--- src/rtl/asap2_pkg.sv ---
// Shared opcode values, T-state encodings and field widths for the asap2 core.
package asap2_pkg;

    // Width of the opcode field at the top of every instruction word.
    localparam int OPC_W = 4;

    localparam logic [OPC_W-1:0] OP_NOP = 4'h0;
    localparam logic [OPC_W-1:0] OP_LDA = 4'h1;
    localparam logic [OPC_W-1:0] OP_ADD = 4'h2;
    localparam logic [OPC_W-1:0] OP_SUB = 4'h3;
    localparam logic [OPC_W-1:0] OP_STA = 4'h4;
    localparam logic [OPC_W-1:0] OP_LDI = 4'h5;
    localparam logic [OPC_W-1:0] OP_JMP = 4'h6;
    localparam logic [OPC_W-1:0] OP_JC  = 4'h7;
    localparam logic [OPC_W-1:0] OP_JZ  = 4'h8;
    localparam logic [OPC_W-1:0] OP_OUT = 4'hE;
    localparam logic [OPC_W-1:0] OP_HLT = 4'hF;

    // T-state sequence: T0/T1 fetch, T2..T4 execute.
    typedef enum logic [2:0] {
        T0 = 3'd0,
        T1 = 3'd1,
        T2 = 3'd2,
        T3 = 3'd3,
        T4 = 3'd4
    } tstate_t;

endpackage

--- src/rtl/asap2_alu.sv ---
// Combinational add/subtract unit; result and flags are registered by the core.
module asap2_alu #(
    parameter int DATA_W = 8
) (
    input  logic [DATA_W-1:0] a_i,
    input  logic [DATA_W-1:0] b_i,
    input  logic              sub_i,
    output logic [DATA_W-1:0] result_o,
    output logic              carry_o,
    output logic              zero_o
);

    logic [DATA_W-1:0] b_op;
    logic [DATA_W:0]   sum;

    // Subtraction is A + ~B + 1, so carry out = 1 means no borrow (A >= B).
    always_comb begin
        b_op     = sub_i ? ~b_i : b_i;
        sum      = {1'b0, a_i} + {1'b0, b_op} + {{DATA_W{1'b0}}, sub_i};
        result_o = sum[DATA_W-1:0];
        carry_o  = sum[DATA_W];
        zero_o   = (sum[DATA_W-1:0] == '0);
    end

endmodule

--- src/rtl/asap2_core.sv ---
// asap2 CPU core: fetch/execute FSM, A/B/PC/MAR/IR registers, flags, RAM and
// a valid/ready output port.
// Output port handshake: out_data is offered while out_valid=1; a transfer
// happens on a rising clk edge where out_valid && out_ready, after which
// out_valid drops and out_data keeps its value; out_ready alone is ignored.
module asap2_core
    import asap2_pkg::*;
#(
    parameter int DATA_W = 8,
    parameter int ADDR_W = 4
) (
    input  logic              clk,
    input  logic              rst,
    input  logic              run,
    input  logic              step,
    input  logic              prog_we,
    input  logic [ADDR_W-1:0] prog_addr,
    input  logic [DATA_W-1:0] prog_data,
    output logic [DATA_W-1:0] out_data,
    output logic              out_valid,
    input  logic              out_ready,
    output logic              halted,
    output logic [ADDR_W-1:0] pc,
    output logic [DATA_W-1:0] a,
    output logic [DATA_W-1:0] b,
    output logic              zf,
    output logic              cf,
    output logic [2:0]        tstate
);

    localparam int DEPTH = 1 << ADDR_W;

    tstate_t           tstate_q, tstate_d;
    logic [DATA_W-1:0] a_q, a_d, b_q, b_d, ir_q, ir_d;
    logic [ADDR_W-1:0] pc_q, pc_d, mar_q, mar_d;
    logic              zf_q, zf_d, cf_q, cf_d;
    logic [DATA_W-1:0] out_data_q, out_data_d;
    logic              out_valid_q, out_valid_d, halted_q, halted_d;
    logic              sta_we;
    logic [DATA_W-1:0] ram_q [DEPTH];

    logic              adv, prog_wr;
    logic [OPC_W-1:0]  opcode;
    logic [ADDR_W-1:0] operand;
    logic [DATA_W-1:0] ram_rd;
    logic [DATA_W-1:0] alu_res;
    logic              alu_c, alu_z;

    assign adv     = run | step;
    assign opcode  = ir_q[DATA_W-1 -: OPC_W];
    assign operand = ir_q[ADDR_W-1:0];
    assign ram_rd  = ram_q[mar_q];
    // Program loads only while the core is paused or halted, never alongside STA.
    assign prog_wr = prog_we && (!adv || halted_q);

    asap2_alu #(.DATA_W(DATA_W)) u_alu (
        .a_i      (a_q),
        .b_i      (b_q),
        .sub_i    (opcode == OP_SUB),
        .result_o (alu_res),
        .carry_o  (alu_c),
        .zero_o   (alu_z)
    );

    // Next-state and datapath updates for every T-state of every opcode.
    always_comb begin
        tstate_d    = tstate_q;
        a_d         = a_q;
        b_d         = b_q;
        ir_d        = ir_q;
        pc_d        = pc_q;
        mar_d       = mar_q;
        zf_d        = zf_q;
        cf_d        = cf_q;
        out_data_d  = out_data_q;
        out_valid_d = out_valid_q;
        halted_d    = halted_q;
        sta_we      = 1'b0;
        if (halted_q) begin
            // HLT freezes the FSM until reset.
        end else if (tstate_q == T3 && opcode == OP_OUT) begin
            // Output stall does not depend on run/step.
            if (out_valid_q && out_ready) begin
                out_valid_d = 1'b0;
                tstate_d    = T0;
            end
        end else if (adv) begin
            tstate_d = T0;
            case (tstate_q)
                T0: begin
                    mar_d    = pc_q;
                    tstate_d = T1;
                end
                T1: begin
                    ir_d     = ram_rd;
                    pc_d     = pc_q + 1'b1;
                    tstate_d = T2;
                end
                T2: begin
                    case (opcode)
                        OP_LDA, OP_ADD, OP_SUB, OP_STA: begin
                            mar_d    = operand;
                            tstate_d = T3;
                        end
                        OP_LDI: a_d = {{(DATA_W-ADDR_W){1'b0}}, operand};
                        OP_JMP: pc_d = operand;
                        OP_JC:  if (cf_q) pc_d = operand;
                        OP_JZ:  if (zf_q) pc_d = operand;
                        OP_OUT: begin
                            out_data_d  = a_q;
                            out_valid_d = 1'b1;
                            tstate_d    = T3;
                        end
                        OP_HLT: halted_d = 1'b1;
                        OP_NOP: tstate_d = T0;
                        default: tstate_d = T0;
                    endcase
                end
                T3: begin
                    case (opcode)
                        OP_LDA: a_d = ram_rd;
                        OP_ADD, OP_SUB: begin
                            b_d      = ram_rd;
                            tstate_d = T4;
                        end
                        OP_STA: sta_we = 1'b1;
                        default: tstate_d = T0;
                    endcase
                end
                T4: begin
                    a_d  = alu_res;
                    cf_d = alu_c;
                    zf_d = alu_z;
                end
                default: tstate_d = T0;
            endcase
        end
    end

    // T-state register.
    always_ff @(posedge clk) begin
        if (!rst) tstate_q <= T0;
        else      tstate_q <= tstate_d;
    end

    // Datapath, flag and output-port registers.
    always_ff @(posedge clk) begin
        if (!rst) begin
            a_q         <= '0;
            b_q         <= '0;
            ir_q        <= '0;
            pc_q        <= '0;
            mar_q       <= '0;
            zf_q        <= 1'b0;
            cf_q        <= 1'b0;
            out_data_q  <= '0;
            out_valid_q <= 1'b0;
            halted_q    <= 1'b0;
        end else begin
            a_q         <= a_d;
            b_q         <= b_d;
            ir_q        <= ir_d;
            pc_q        <= pc_d;
            mar_q       <= mar_d;
            zf_q        <= zf_d;
            cf_q        <= cf_d;
            out_data_q  <= out_data_d;
            out_valid_q <= out_valid_d;
            halted_q    <= halted_d;
        end
    end

    // RAM write port; contents survive reset so a loaded program can be rerun.
    always_ff @(posedge clk) begin
        if (sta_we && rst) ram_q[mar_q] <= a_q;
        else if (prog_wr)  ram_q[prog_addr] <= prog_data;
    end

    assign out_data  = out_data_q;
    assign out_valid = out_valid_q;
    assign halted    = halted_q;
    assign pc        = pc_q;
    assign a         = a_q;
    assign b         = b_q;
    assign zf        = zf_q;
    assign cf        = cf_q;
    assign tstate    = tstate_q;

endmodule

--- config.mk ---
export PLATFORM = sky130hd
export DESIGN_NAME = asap2_core
export DESIGN_NICKNAME = d
export VERILOG_FILES = /design/src/rtl/asap2_pkg.sv /design/src/rtl/asap2_alu.sv /design/src/rtl/asap2_core.sv
export SDC_FILE = /design/constraint.sdc
export NUM_CORES = 1
export LEC_CHECK = 0
export CAP_MARGIN = 15
export CELL_PAD_IN_SITES_DETAIL_PLACEMENT = 0
export CELL_PAD_IN_SITES_GLOBAL_PLACEMENT = 2
export CORE_ASPECT_RATIO = 0.6
export CORE_MARGIN = 3
export CORE_UTILIZATION = 25
export DETAILED_ROUTE_END_ITERATION = 8
export PLACE_DENSITY = 0.59
export SYNTH_ARGS = -nofsm -noshare
export SYNTH_HDL_FRONTEND = slang
export SYNTH_SLANG_ARGS = --single-unit
--- constraint.sdc ---
create_clock -name clk -period 6.3 [get_ports clk]
set_input_delay 1.89 -clock clk [delete_from_list [all_inputs] [get_ports clk]]
set_output_delay 1.89 -clock clk [all_outputs]
set_load 0.02 [all_outputs]
### Yosys cells after proc, flatten, opt, wreduce, memory -nomap -nowiden

Memories as Yosys holds them, arrays and structs flattened. A register that Yosys moved wholly into a read port is not among the register bits.
Index checks and enable logic that the tools add are counted.

| cells by class | value |
|---|---|
| add/subtract/negate cells | 3 |
| eq/ne operators | 21 |
| muxes and demuxes | 41 |
| bitwise operators | 4 |
| reduce and logical (&&, ||, !) cells | 27 |

Operator list:

| kind | count |
|---|---|
| two-way mux 8 bit | 4 |
| two-way mux 4 bit | 6 |
| case mux 8 bit (3 select lines) | 1 |
| two-way mux 1 bit | 21 |
| AND reduction 5 bit | 4 |
| equality test 4 x 3 -> 1 bit, second input constant | 4 |
| case mux 4 bit (2 select lines) | 2 |
| equality test 4 bit, second input constant | 3 |
| two-way mux 3 bit | 4 |
| case mux 3 bit (4 select lines) | 1 |
| case mux 4 bit (3 select lines) | 1 |
| nonzero test 2 bit | 5 |
| adder 8 x 8 -> 9 bit | 1 |
| adder 9 x 1 -> 9 bit | 1 |
| equality test 4 x 2 -> 1 bit, second input constant | 2 |
| logical NOT 8 bit | 1 |
| != test 2 x 1 -> 1 bit, second input constant | 4 |
| inverter 8 bit | 1 |
| AND reduction 4 bit | 2 |
| OR reduction 8 bit | 1 |
| AND reduction 7 bit | 1 |
| equality test 3 x 2 -> 1 bit, second input constant | 2 |
| != test 3 bit, second input constant | 2 |
| AND reduction 6 bit | 1 |
| other kinds (17) | 21 |

| storage, ports and cells | value |
|---|---|
| register bits after elaboration | 47 |
| bits in writable memories | 128 |
| bits of input ports | 18 |
| output and inout port bits | 35 |
| logic and storage cells | 108 |
| memories | 1 |

Memory list:

| memory | depth | bits a word | rd ports | clocked after Yosys merged registers in | wr ports | RTL line | RTL |
|---|---|---|---|---|---|---|---|
| ram_q | 16 | 8 | 1 | 1 | 1 | asap2_core.sv:40 | `logic [DATA_W-1:0] ram_q [DEPTH];` |

### Depth between registers and ports, before layout

| logic depth | value |
|---|---|
| depth in word-level cells | 11 |
| gate-level depth with buffers | 12 |
| mapped depth without buffers | 10 |

### By module

A second synthesis with hierarchy kept.

| unflattened totals | value |
|---|---|
| cell total of the unflattened synthesis | 624 |
| area total of the unflattened synthesis | 8430.6 sq um |

By module, submodules not included:

| module | instances | cells an instance | area an instance (sq um) | seq. area each (sq um) |
|---|---|---|---|---|
| asap2_core | 1 | 568 | 7997.7 | 4864.7 |
| asap2_alu | 1 | 56 | 432.9 | 0.0 |

### Least setup slack after synthesis

OpenSTA, ideal clock, no wires.

| timing | value |
|---|---|
| kind | input port to flip-flop |
| from | input step |
| to | memory ram_q[1][0], enable pin |
| library setup time | 0.370 ns |
| arrival | 3.401 ns |
| required time | 5.930 ns |
| path slack | 2.529 ns |
| cell stages on the path | 7 |
| path buffers | 2 |
| cell sequence | nor2_1 or2_1 clkbuf_1 nand2_1 clkbuf_1 a31oi_1 nor2_1 |

| on the way | value |
|---|---|
| longest elaborated chain between the ends | 9 |
| elaborated cells on any way between the ends | 16 |
| classes of those cells | 10 x mux; 1 x bitwise; 5 x reduce/logical |

RTL lines:

| what | RTL line | RTL |
|---|---|---|
| start, declared | asap2_core.sv:15 | `input logic step,` |
| OR 1 bit (*) | asap2_core.sv:49 | `assign adv = run \| step;` |
| two-way mux 1 bit / logical NOT 1 bit (equally long branches) | asap2_core.sv:87, asap2_core.sv:54 |  |
| two-way mux 1 bit / logical OR 1 bit (equally long branches) | asap2_core.sv:81, asap2_core.sv:54 |  |
| two-way mux 1 bit / logical AND 1 bit (equally long branches) | asap2_core.sv:79, asap2_core.sv:54 |  |
| logical AND 1 bit / two-way mux 1 bit (equally long branches) | asap2_core.sv:175, asap2_core.sv:176 |  |
| two-way mux 1 bit | asap2_core.sv:175 | `if (sta_we && rst) ram_q[mar_q] <= a_q;` |
| two-way mux 1 bit (implied by the code) | asap2_core.sv:176 | `else if (prog_wr) ram_q[prog_addr] <= prog_data;` |
| OR reduction 8 bit (no source line) | -- |  |
| two-way mux 4 bit (no source line) / two-way mux 1 bit (equally long branches) | -- |  |
| end, declared | asap2_core.sv:40 |  |

Every way passes the cells marked *; elsewhere a longest branch is shown, timed or not.

### Worst setup path after layout

| timing | value |
|---|---|
| from | input step |
| to | memory ram_q[9][5], enable pin |

Same word-level chain as after synthesis.

==> metrics.yaml <==
placement:
  io_buffers: 52
  dp_hpwl_um: 17320
  place_congestion: 0.8212
  dp.cells: 993
yosys:
  ys_warn_count: 0
  synth-seq-cells: 179
  synth_top_area_share_pct: 49.14
  yosys.area.top_type: "edfxtp_1"
  ys.flop_type: "edfxtp_1"
  yosysUniqueCellTypes: 60
  syn_area_per_cell_um2: 14.02
  syn_inst: 558
  synth_edf_count: 128
  ys_async_sr_fraction_pct: 0
  yosysSeqAreaShare_pct: 62.19
  synth_nets: 587
  ys_top_cells_by_area: "edfxtp_1, dfxtp_1, mux4_2"
  syn-cell-area_mm2: 0.007823
run:
  drv_cap: 0
global_routing:
  grt_usage_pct: 14.71
  overflow: 0
  grt_pass1_vias: 4809
  grt_pass1_wl_um: 34360
  grt_max_degree: 37
  antenna_found_initial: 0
clocking:
  clk_pin_slew_ps: 70
  cts_buffers: 17
  htree_levels: 4
  post_cts_buffers: 0
  cts_tree: "built"
  clockRootBuffer: "clkbuf_16"
  clockBufferDepth: 2
  cts_resized: 0
  cts_hold_buffers: 0
  cts_sinks: 179
  clock_latency_ps: 450
floorplan:
  die_area_mm2: 0.03352
  rows: 49
  die_x_um: 234.4
  initial_core_util_pct: 25.78
  die_height_um: 143.0
  ios: 53
  core-area_mm2: 0.03035
setup_path:
  end_kind: "flip-flop"
  reg2reg_setup_slack_ps: 3170
  r2r_end: "zf"
  required_ps: 6380
  start_kind: "primary input"
  arrival_ps: 4440
  r2r-start: "ir_q[5]"
  crit_fanout: 19
  reg2regPathDepth: 9
  crit_type: "in -> reg"
finish:
  final_common_cell: "edfxtp_1"
  antenna_cells: 0
  layout-drive-gt1-share_pct: 13.45
  layout.nets: 634
  area_growth_pct: 19.42
  final_cell_mix: "edfxtp_1, nor2_1, nand2_1"
  final_cells: 1025
  fillCellCount: 3072
sta:
  slew_violations: 0
  min_period_over_period_pct: 69.23
  fmax_mhz: 229.3
  setup_violations: 0
  finalCriticalPeriod_ps: 4361
  rsz0062_at_grt: "false"
  tns_ps: 0
  tightest_slew_ps: 1060
  clock_skew_ps: 12.29
  finalHoldViolations: 0
  relSlewSlack_pct: 29.30
min_path:
  hold_path.class: "reg -> reg"
  min-delay-start: "out_data[4]"
  hold-path-cell-count: 2
  whs_endpoint: "out_data[4]"
route:
  drtAntennaViolNets: 0
  drt_iter0_markers: 550
  vias_per_cell: 4.799
  first_pass_iters: 5
  vias: 4919
  drc: 0
  wl_per_cell_um: 23.00
  routed_wl_um: 23570
power_and_ir_drop:
  p_leak_nw: 3.184
  power_mw: 2.612
  cellPowerDensity_mw_per_mm2: 279.6
  vdd_drop_max_uv: 188.1
run_status:
  status: "finished, final reports clean"
-- metal layers --
layer,vias up,GRT usage [%],share of wire [%]
met5,-,0,0
met4,0,4.156,1.2
met3,24,4.665,7.2
met2,164,18.42,38
met1,2517,23.53,53
li1,2214,-,-
-- per-stage QoR --
stage	area (um^2)	setup WS, ps	util (%)	hold WS, ps
after floorplan	7823	2529	-	474.8
after global placement	8735	1619	28.78	478.6
after detailed placement	8735	1447	28.78	484.4
after CTS	9321	1928	30.72	500.5
after global routing	9341	1646	30.78	526.5
final	9341	1939	30.78	497.7
-- synth_stat cells, types with 9 or more instances --
cell      number
mux2i_1       26
o21ai_0       11
nor3_1         9
o21ai_1        9
nor2_1        63
nand2_1       56
edfxtp_1     128
mux4_2        39
xor2_1        12
ha_1          10
dfxtp_1       51
clkbuf_1      13
a21oi_1       19
-- cell type report --
cell class	instances	area [um^2]	area share [%]
flip-flops and latches	179	4866	52.09
well taps	408	510.5	5.465
multi-input cells	344	2789	29.86
repair buffers	56	563.0	6.027
clock buffers	18	429.2	4.594
inverters	7	26.28	0.2813
clock inverters	13	157.7	1.688
-- how the worst max path moves through the flow --
stage | start | to | slack (ps) | cells after the start
after CTS | step | ram_q[5][6] | 1930 | 7
after global placement | step | ram_q[8][2] | 1620 | 7
after global routing | step | ram_q[9][5] | 1650 | 7
final | step | ram_q[9][5] | 1940 | 7
after detailed placement | step | ram_q[5][2] | 1450 | 7
after floorplan | step | ram_q[1][0] | 2530 | 7
-- kinds of logic (layout without fill, tap and decap cells) --
family          count (synthesis)  count (layout)  synth area share, %
flops                         179             179                62.19
simple gates                  172             172                10.48
compound gates                 81              81                7.086
mux                            65              65                14.56
buf+inv                        35              94                2.159
xor+xnor                       15              15                1.680
fa+ha+maj                      11              11                1.855
-- power by group --
group          switching [mW]  internal (mW)
Combinational           0.141          0.100
Sequential             0.0256           1.27
Clock                   0.511          0.566
Total                   0.677           1.93
-- flip-flops by register name (all words and copies together) (netlist names), named ones only --
register / count
out_valid: 1
ir_q: 8
mar_q: 4
pc: 4
tstate: 3
ram_q: 128
b: 8
halted: 1
out_data: 8
zf: 1
a: 8
cf: 1
-- critical path, cell delays in order --
cell and delay [ps]:
clkdlybuf4s50_1 430, nor2_1 220, or2_1 310, nand2_1 400, nor3b_1 300, o21ai_1 250, nor2_1 620
(Power assumes the default switching activity.)
